### config.mk
export PLATFORM = sky130hd
export DESIGN_NAME = imem_loader
export DESIGN_NICKNAME = d
export VERILOG_FILES = /design/src/rtl/imem_loader_pkg.sv /design/src/rtl/imem_loader.sv
export SDC_FILE = /design/constraint.sdc
export NUM_CORES = 1
export LEC_CHECK = 0
export CAP_MARGIN = 10
export CORE_ASPECT_RATIO = 0.75
export CORE_UTILIZATION = 51
export CTS_BUF_LIST = sky130_fd_sc_hd__clkbuf_4
export CTS_CLUSTER_DIAMETER = 120
export DETAILED_ROUTE_END_ITERATION = 7
export PLACE_DENSITY = 0.85
export SLEW_MARGIN = 20
export SYNTH_ARGS = -nofsm -noshare
export SYNTH_HDL_FRONTEND = slang
export SYNTH_SLANG_ARGS = --single-unit
### constraint.sdc
create_clock -name clk -period 3.2 [get_ports clk]
set_input_delay 0.64 -clock clk [delete_from_list [all_inputs] [get_ports clk]]
set_output_delay 0.64 -clock clk [all_outputs]
set_load 0.1 [all_outputs]
### src/rtl/imem_loader_pkg.sv
// Shared definitions for the instruction-memory loader: FSM state encoding
// and default memory geometry.
package imem_loader_pkg;

  localparam int DEF_ADDR_W    = 8;
  localparam int DEF_MEM_BYTES = 256;

  typedef enum logic [2:0] {
    ST_IDLE  = 3'd0,
    ST_CLEAR = 3'd1,
    ST_LOAD  = 3'd2,
    ST_DONE  = 3'd3,
    ST_ERROR = 3'd4
  } ld_state_e;

endpackage

### src/rtl/imem_loader.sv
// Boot-time instruction memory loader: zero-fills the memory, then streams a
// big-endian byte program into it while holding the CPU in reset.
module imem_loader
  import imem_loader_pkg::*;
#(
  parameter int ADDR_W    = DEF_ADDR_W,
  parameter int MEM_BYTES = DEF_MEM_BYTES
) (
  input  logic              clk,
  input  logic              rst_n,
  input  logic              start,
  input  logic              byte_valid,
  input  logic [7:0]        byte_data,
  input  logic              byte_last,
  output logic              byte_ready,
  output logic              mem_we,
  output logic [ADDR_W-1:0] mem_addr,
  output logic [7:0]        mem_wdata,
  output logic              cpu_hold,
  output logic [ADDR_W-2:0] word_count,
  output logic              done,
  output logic              error
);

  localparam logic [ADDR_W-1:0] LAST_ADDR = ADDR_W'(MEM_BYTES - 1);
  localparam logic [ADDR_W-1:0] CNT_ONE   = ADDR_W'(1);
  localparam logic [ADDR_W-2:0] WC_ONE    = (ADDR_W-1)'(1);

  ld_state_e         state_q, state_d;
  logic [ADDR_W-1:0] cnt_q, cnt_d;
  logic [ADDR_W-2:0] wcnt_q, wcnt_d;
  logic              done_q, done_d;
  logic              word_end;

  assign word_end = (cnt_q[1:0] == 2'b11);

  always_comb begin
    state_d    = state_q;
    cnt_d      = cnt_q;
    wcnt_d     = wcnt_q;
    done_d     = 1'b0;
    byte_ready = 1'b0;
    mem_we     = 1'b0;
    mem_wdata  = 8'h00;
    case (state_q)
      ST_IDLE, ST_DONE, ST_ERROR: begin
        if (start) begin
          state_d = ST_CLEAR;
          cnt_d   = '0;
          wcnt_d  = '0;
        end
      end
      ST_CLEAR: begin
        mem_we = 1'b1;
        if (cnt_q == LAST_ADDR) begin
          state_d = ST_LOAD;
          cnt_d   = '0;
        end else begin
          cnt_d = cnt_q + CNT_ONE;
        end
      end
      ST_LOAD: begin
        byte_ready = 1'b1;
        if (byte_valid) begin
          mem_we    = 1'b1;
          mem_wdata = byte_data;
          if (word_end) wcnt_d = wcnt_q + WC_ONE;
          if (byte_last) begin
            state_d = word_end ? ST_DONE : ST_ERROR;
            done_d  = word_end;
          end else if (cnt_q == LAST_ADDR) begin
            // Overflow: park the counter at the top address instead of wrapping.
            state_d = ST_ERROR;
          end else begin
            cnt_d = cnt_q + CNT_ONE;
          end
        end
      end
      default: state_d = ST_IDLE;
    endcase
  end

  always_ff @(posedge clk or negedge rst_n) begin
    if (!rst_n) begin
      state_q <= ST_IDLE;
      cnt_q   <= '0;
      wcnt_q  <= '0;
      done_q  <= 1'b0;
    end else begin
      state_q <= state_d;
      cnt_q   <= cnt_d;
      wcnt_q  <= wcnt_d;
      done_q  <= done_d;
    end
  end

  assign mem_addr   = cnt_q;
  assign word_count = wcnt_q;
  assign done       = done_q;
  assign error      = (state_q == ST_ERROR);
  assign cpu_hold   = (state_q == ST_CLEAR) || (state_q == ST_LOAD) ||
                      (state_q == ST_ERROR);

endmodule

==> impl_metrics.toml, run 1 <==
[detailed_routing]
vias = 1237
drt_iter0_markers = 84
first_pass_iters = 4
antenna_left = 0
viasPerCell = 5.73
wl_per_cell_microns = 14.8
routed_wl_microns = 3210
drcViolationCount = 0

[yosys]
synthTopCellsByCount = "dfrtp_1 (19), nand2_1 (14), o21ai_0 (14), nor2_1 (12), and3_1 (11)"
async_reset_ff_frac = 1.00
ys_ff_latch = 19
yosys-top-cells-area = "dfrtp_1 (38%), o21ai_0 (5.6%), and3_1 (5.5%)"
yosysTopAreaCellShare = 0.383
syn_nets = 160
synth_area_sq_mm = 0.00124
syn-instance-count = 145
yosysMostFrequentCell = "dfrtp_1"
synth_cell_types = 41
synth_edf_count = 0
ys_warn_count = 0
avgSynthCellArea_sq_um = 8.56
synth_ff_type = "dfrtp_1"
yosys.area.top_type = "dfrtp_1"
ys_seq_area_frac = 0.383

[setup_path]
rr_worst_depth = 8
timing.rr.start = "state_q[1]"
required_ps = 2560
crit_arrival_ps = 1960
ff2ff_setup_slack_ps = 1160
crit_path_end_kind = "output pin"
path_max_fanout = 13
r2r_end = "mem_addr[4]"
cp-start-kind = "primary input"
criticalPathCategory = "in2out"

[floorplanning]
core_area_sq_mm = 0.00231
die_x_microns = 59.0
start_util = 0.538
fp-row-count = 15
dieArea_sq_mm = 0.00264
ios = 41
die_h_microns = 44.7

[min_path]
hold_path_depth = 2
hold_class = "reg2reg"
hold_path_end = "word_count[1]"
min_from = "word_count[1]"

[pwr]
p_sw_frac = 0.583
power.internal_w = 0.000632
p_sw_w = 0.000883
fin_total_pwr_w = 0.00151
peakVddDrop_mv = 0.803
pwr_density_cell_mw_per_mm2 = 879
power_frac_comb = 0.688
p_seq_frac = 0.230
power.leakage_nw = 0.800
pwr-share-clk = 0.082

[timing]
max_freq_ghz = 0.385
period_minus_slack_ps = 2600
skew_ps = 3.22
tns_ps = 0
worstMarginPinSlew_ps = 875
post-route-period-util = 0.812
maxSlewViolCount = 0
finalSetupViolations = 0
hold_viol = 0
slew_headroom = 0.415
rsz0062_at_grt = "no"

[clock_tree]
post_cts_buffers = 0
clockBufferDepth = 2
clk_latency_ps = 300
root_buffer = "clkbuf_4"
cts_tree = "built"
path_clk_slew_ps = 110
ctsResizeCount = 0
clock-sinks = 19
htreeDepth = 1
hold_buffers = 0
numCtsBuffers = 3

[placed_design]
io_buffers = 40
hpwl_microns = 2470
gp_congestion = 0.855

[layout]
finalNetCount = 198
syn2layout_area_growth_pct = 38.9
final.fill_count = 185
antennaDiodeCount = 0
multi_input_area_sq_um = 712
final_layout_size_suffix_gt1_frac = 0.220
regArea_sq_um = 475

[global_routing]
grt_max_degree = 20
gr-total-overflow = 0
antenna_found_initial = 0
grt_util_all_layers = 0.269
grt_pass1_wl_microns = 5300
grt_pass1_vias = 1149

[outcome]
status = "finished clean"

[flow_run]
max_cap_violations = 0
logic make-up (layout without fill, tap and decap cells):
group | Yosys count | after routing | share of synthesized area
AOI/OAI and AO/OA | 42 | 42 | 0.229
xor gates and xnor gates | 3 | 3 | 0.0212
adders and majority gates | 2 | 2 | 0.0202
buffers and inverters | 11 | 48 | 0.0433
DFF | 19 | 19 | 0.383
and+or+nand+nor | 68 | 68 | 0.303
layout by cell type, fill, tap and decap left out, types with 2 or more instances in the layout:
cell type        instances
o2111ai_1                2
o21ai_1                  3
o21ai_0                 14
and3_1                  11
xor2_1                   3
dfrtp_1                 19
and2_1                   2
o22ai_1                  2
buf_4                   20
a21oi_1                  5
nor3_1                   4
nor2b_1                  2
nand3_1                  5
o211ai_1                 2
a21o_1                   3
clkbuf_4                 3
nand2_1                 14
ha_1                     2
nor2_1                  12
inv_1                    2
clkdlybuf4s50_1         12
and4_1                   3
buf_12                   9
nand2b_1                 9
how the worst max path moves through the flow:
stage                from     end  cells after the start
4_1_cts        byte_valid  mem_we                      4
6_report       byte_valid  mem_we                      4
5_1_grt        byte_valid  mem_we                      4
2_1_floorplan  byte_valid  mem_we                      3
3_3_place_gp   byte_valid  mem_we                      4
3_5_place_dp   byte_valid  mem_we                      4
power by group through the flow:
stage | Combinational [W] | Sequential, W | Clock, W
final | 0.00104 | 0.000348 | 0.000124
after global routing | 0.00111 | 0.000358 | 0.000138
after CTS | 0.00104 | 0.000346 | 0.000127
after detailed placement | 0.00104 | 0.000349 | 0
after global placement | 0.00101 | 0.000347 | 0
after floorplan | 0.000696 | 0.000437 | 0
area by class of cell:
type / count / share of cell area
clock buffer: 3 / 0.0131
sequential: 19 / 0.276
multi-input combinational: 115 / 0.413
timing repair buffer: 41 / 0.261
tap: 34 / 0.0247
clock inverter: 1 / 0.00290
inverter: 3 / 0.00943
through the flow:
step	setup WS [ps]	hold slack (ps)	std cells	instance area (sq um)	util
2_1_floorplan	179	344	145	1240	-
3_3_place_gp	689	516	212	1700	0.735
3_5_place_dp	633	532	212	1700	0.735
4_1_cts	586	560	216	1720	0.747
5_1_grt	510	582	216	1720	0.747
6_report	602	555	216	1720	0.747
critical path: stages:
cell and delay, ps:
clkdlybuf4s50_1 700, nand2_1 120, a21oi_1 280, buf_12 210
layer usage:
layer | vias to the layer above | GRT usage | share of wire
met5 | - | 0 | 0
met2 | 38 | 0.439 | 0.49
met1 | 592 | 0.373 | 0.45
met4 | 0 | 0.0571 | 0.0078
met3 | 4 | 0.0573 | 0.050
li1 | 603 | - | -
state kept, by name (all words and copies together), names as in the netlist:
name        flops
word_count      7
state_q         3
done            1
mem_addr        8
(Power assumes the default switching activity.)
==> run 2, diff against run 1 <==
CORE_UTILIZATION = 47   (was 51)
PLACE_DENSITY = 0.79   (was 0.85)
clock period = 2.4 ns   (was 3.2 ns; I/O delays follow)
==> run 2 against run 1 <==
Sequential power is 27% higher. Global-route usage is 1.5 points lower. Clock power rose by 40%. Sequential share of layout area down 1.4 points. Final cell count up 2.3%. Combinational power grew 49%. Non-clock buffer count grew 5. Register-to-register slack worse by 850 ps. Flip-flop and latch count is the same. First-iteration DRC count fell by 7.1%. Count of clock-buffer cells in the layout unchanged. Cell area is 5.3% higher.
==> impl_metrics.toml, run 2 (same netlist as run 1, synthesis figures left out) <==
[layout]
regArea_sq_um = 475
fin_cells = 221
multi_input_area_sq_um = 728
finalNetCount = 203
final.fill_count = 194
largest_reg_flops = 8
syn2layout_area_growth_pct = 46.3
final_common_cell = "buf_4"
final_layout_size_suffix_gt1_frac = 0.294
final_cell_area_sq_mm = 0.00182
antennaDiodeCount = 0
layout_common_cells = "buf_4 (22), dfrtp_1 (19), nand2_1 (14), o21ai_0 (14)"

[global_routing]
gr-total-overflow = 0
grt_max_degree = 20
grt_pass1_vias = 1127
grt_util_all_layers = 0.253
antenna_found_initial = 0
grt_pass1_wl_microns = 5170

[clock_tree]
post_cts_buffers = 0
htreeDepth = 1
ctsResizeCount = 0
cts_tree = "built"
clock-sinks = 19
clockBufferDepth = 2
hold_buffers = 0
clk_latency_ps = 310
numCtsBuffers = 3
root_buffer = "clkbuf_4"
path_clk_slew_ps = 130

[outcome]
status = "finished clean"

[pwr]
power.internal_w = 0.000936
power_frac_comb = 0.716
p_seq_frac = 0.204
p_sw_w = 0.00123
power.leakage_nw = 0.833
pwr_density_cell_mw_per_mm2 = 1190
p_sw_frac = 0.568
pwr-share-clk = 0.080
peakVddDrop_mv = 0.963

[flow_run]
max_cap_violations = 0

[floorplanning]
start_util = 0.517
dieArea_sq_mm = 0.00285
fp-row-count = 15
core_area_sq_mm = 0.00240
die_h_microns = 46.5
die_x_microns = 61.3
ios = 41

[timing]
worstMarginPinSlew_ps = 618
period_minus_slack_ps = 2230
post-route-period-util = 0.931
skew_ps = 12.8
hold_viol = 0
slew_headroom = 0.588
finalSetupViolations = 0
max_freq_ghz = 0.447
maxSlewViolCount = 0
rsz0062_at_grt = "no"

[placed_design]
gp_congestion = 0.837
io_buffers = 40
hpwl_microns = 2520
placed_area_sq_mm = 0.00179
placedCellCount = 217

[setup_path]
cpPeakStageDelay_ps = 510
crit_chain = "nand2b_1, a21o_1, nand2b_2, buf_12"
crit_arrival_ps = 1750
slowest_stage = "dfrtp_1"
path_max_fanout = 9
cp_top_family = "flip-flops"
crit_path_end_kind = "output pin"
cp-start-kind = "flip-flop"
crit_buf_inv = 1
criticalPathCategory = "reg2out"
required_ps = 1920

[detailed_routing]
antenna_left = 0
wl_per_cell_microns = 14.9
drt_iter0_markers = 78
drcViolationCount = 0
vias = 1277
routed_wl_microns = 3290
viasPerCell = 5.78
first_pass_iters = 4

[min_path]
hold_class = "in2async"
## run 2: cell types whose count changed in the layout (fill, tap and decap cells not counted), sizes merged
cell  change
buf       +5
## run 2: worst paths after layout
check | from | end | slack (ps) | cells after the start
worst max-delay path | state_q[1] | cpu_hold | 170 | 4
worst max register to register | state_q[1] | mem_addr[2] | 310 | 7
worst min-delay path | rst_n | mem_addr[5] | 480 | 2
max in group asynchronous | rst_n | mem_addr[2] | 1700 | 2
min in group clk | word_count[0] | word_count[0] | 560 | 1
worst min register to register | word_count[0] | word_count[0] | 560 | 1
## run 2: routing by layer
layer	up-vias	GRT usage	wire, microns
met1	591	0.341	1450
li1	614	-	-
met2	68	0.389	1490
met3	4	0.0955	316
met5	-	0	0
met4	0	0.0533	26
## run 2: worst register-to-register path, delay by kind of cell, from the launching register on
kind	cells	cell delay, ps
flops	1	490
simple gates	3	580
compound gates	3	770
buf+inv	1	130
## run 2: layout make-up
| class | count | share of cell area |
|---|---|---|
| tap | 34 | 0.0234 |
| inverter | 3 | 0.00896 |
| sequential | 19 | 0.262 |
| clock buffer | 3 | 0.0124 |
| clock inverter | 1 | 0.00276 |
| timing repair buffer | 46 | 0.289 |
| multi-input combinational | 115 | 0.401 |
## run 2: through the flow
stage,setup slack (ps),util,total power (W),hold WS [ps],setup TNS (ps)
3_5_place_dp,56.9,0.744,0.00198,536,0
2_1_floorplan,-277,-,0.00153,184,-312
3_3_place_gp,185,0.744,0.00194,516,0
4_1_cts,163,0.756,0.00216,504,0
6_report,165,0.756,0.00217,484,0
5_1_grt,40.4,0.756,0.00228,505,0
## run 2: power groups by stage
stage          combinational, W  clock, W  sequential (W)
2_1_floorplan          0.000944         0        0.000583
3_3_place_gp            0.00149         0        0.000441
3_5_place_dp            0.00154         0        0.000444
4_1_cts                 0.00154  0.000175        0.000439
5_1_grt                 0.00164  0.000191        0.000450
6_report                0.00155  0.000174        0.000442
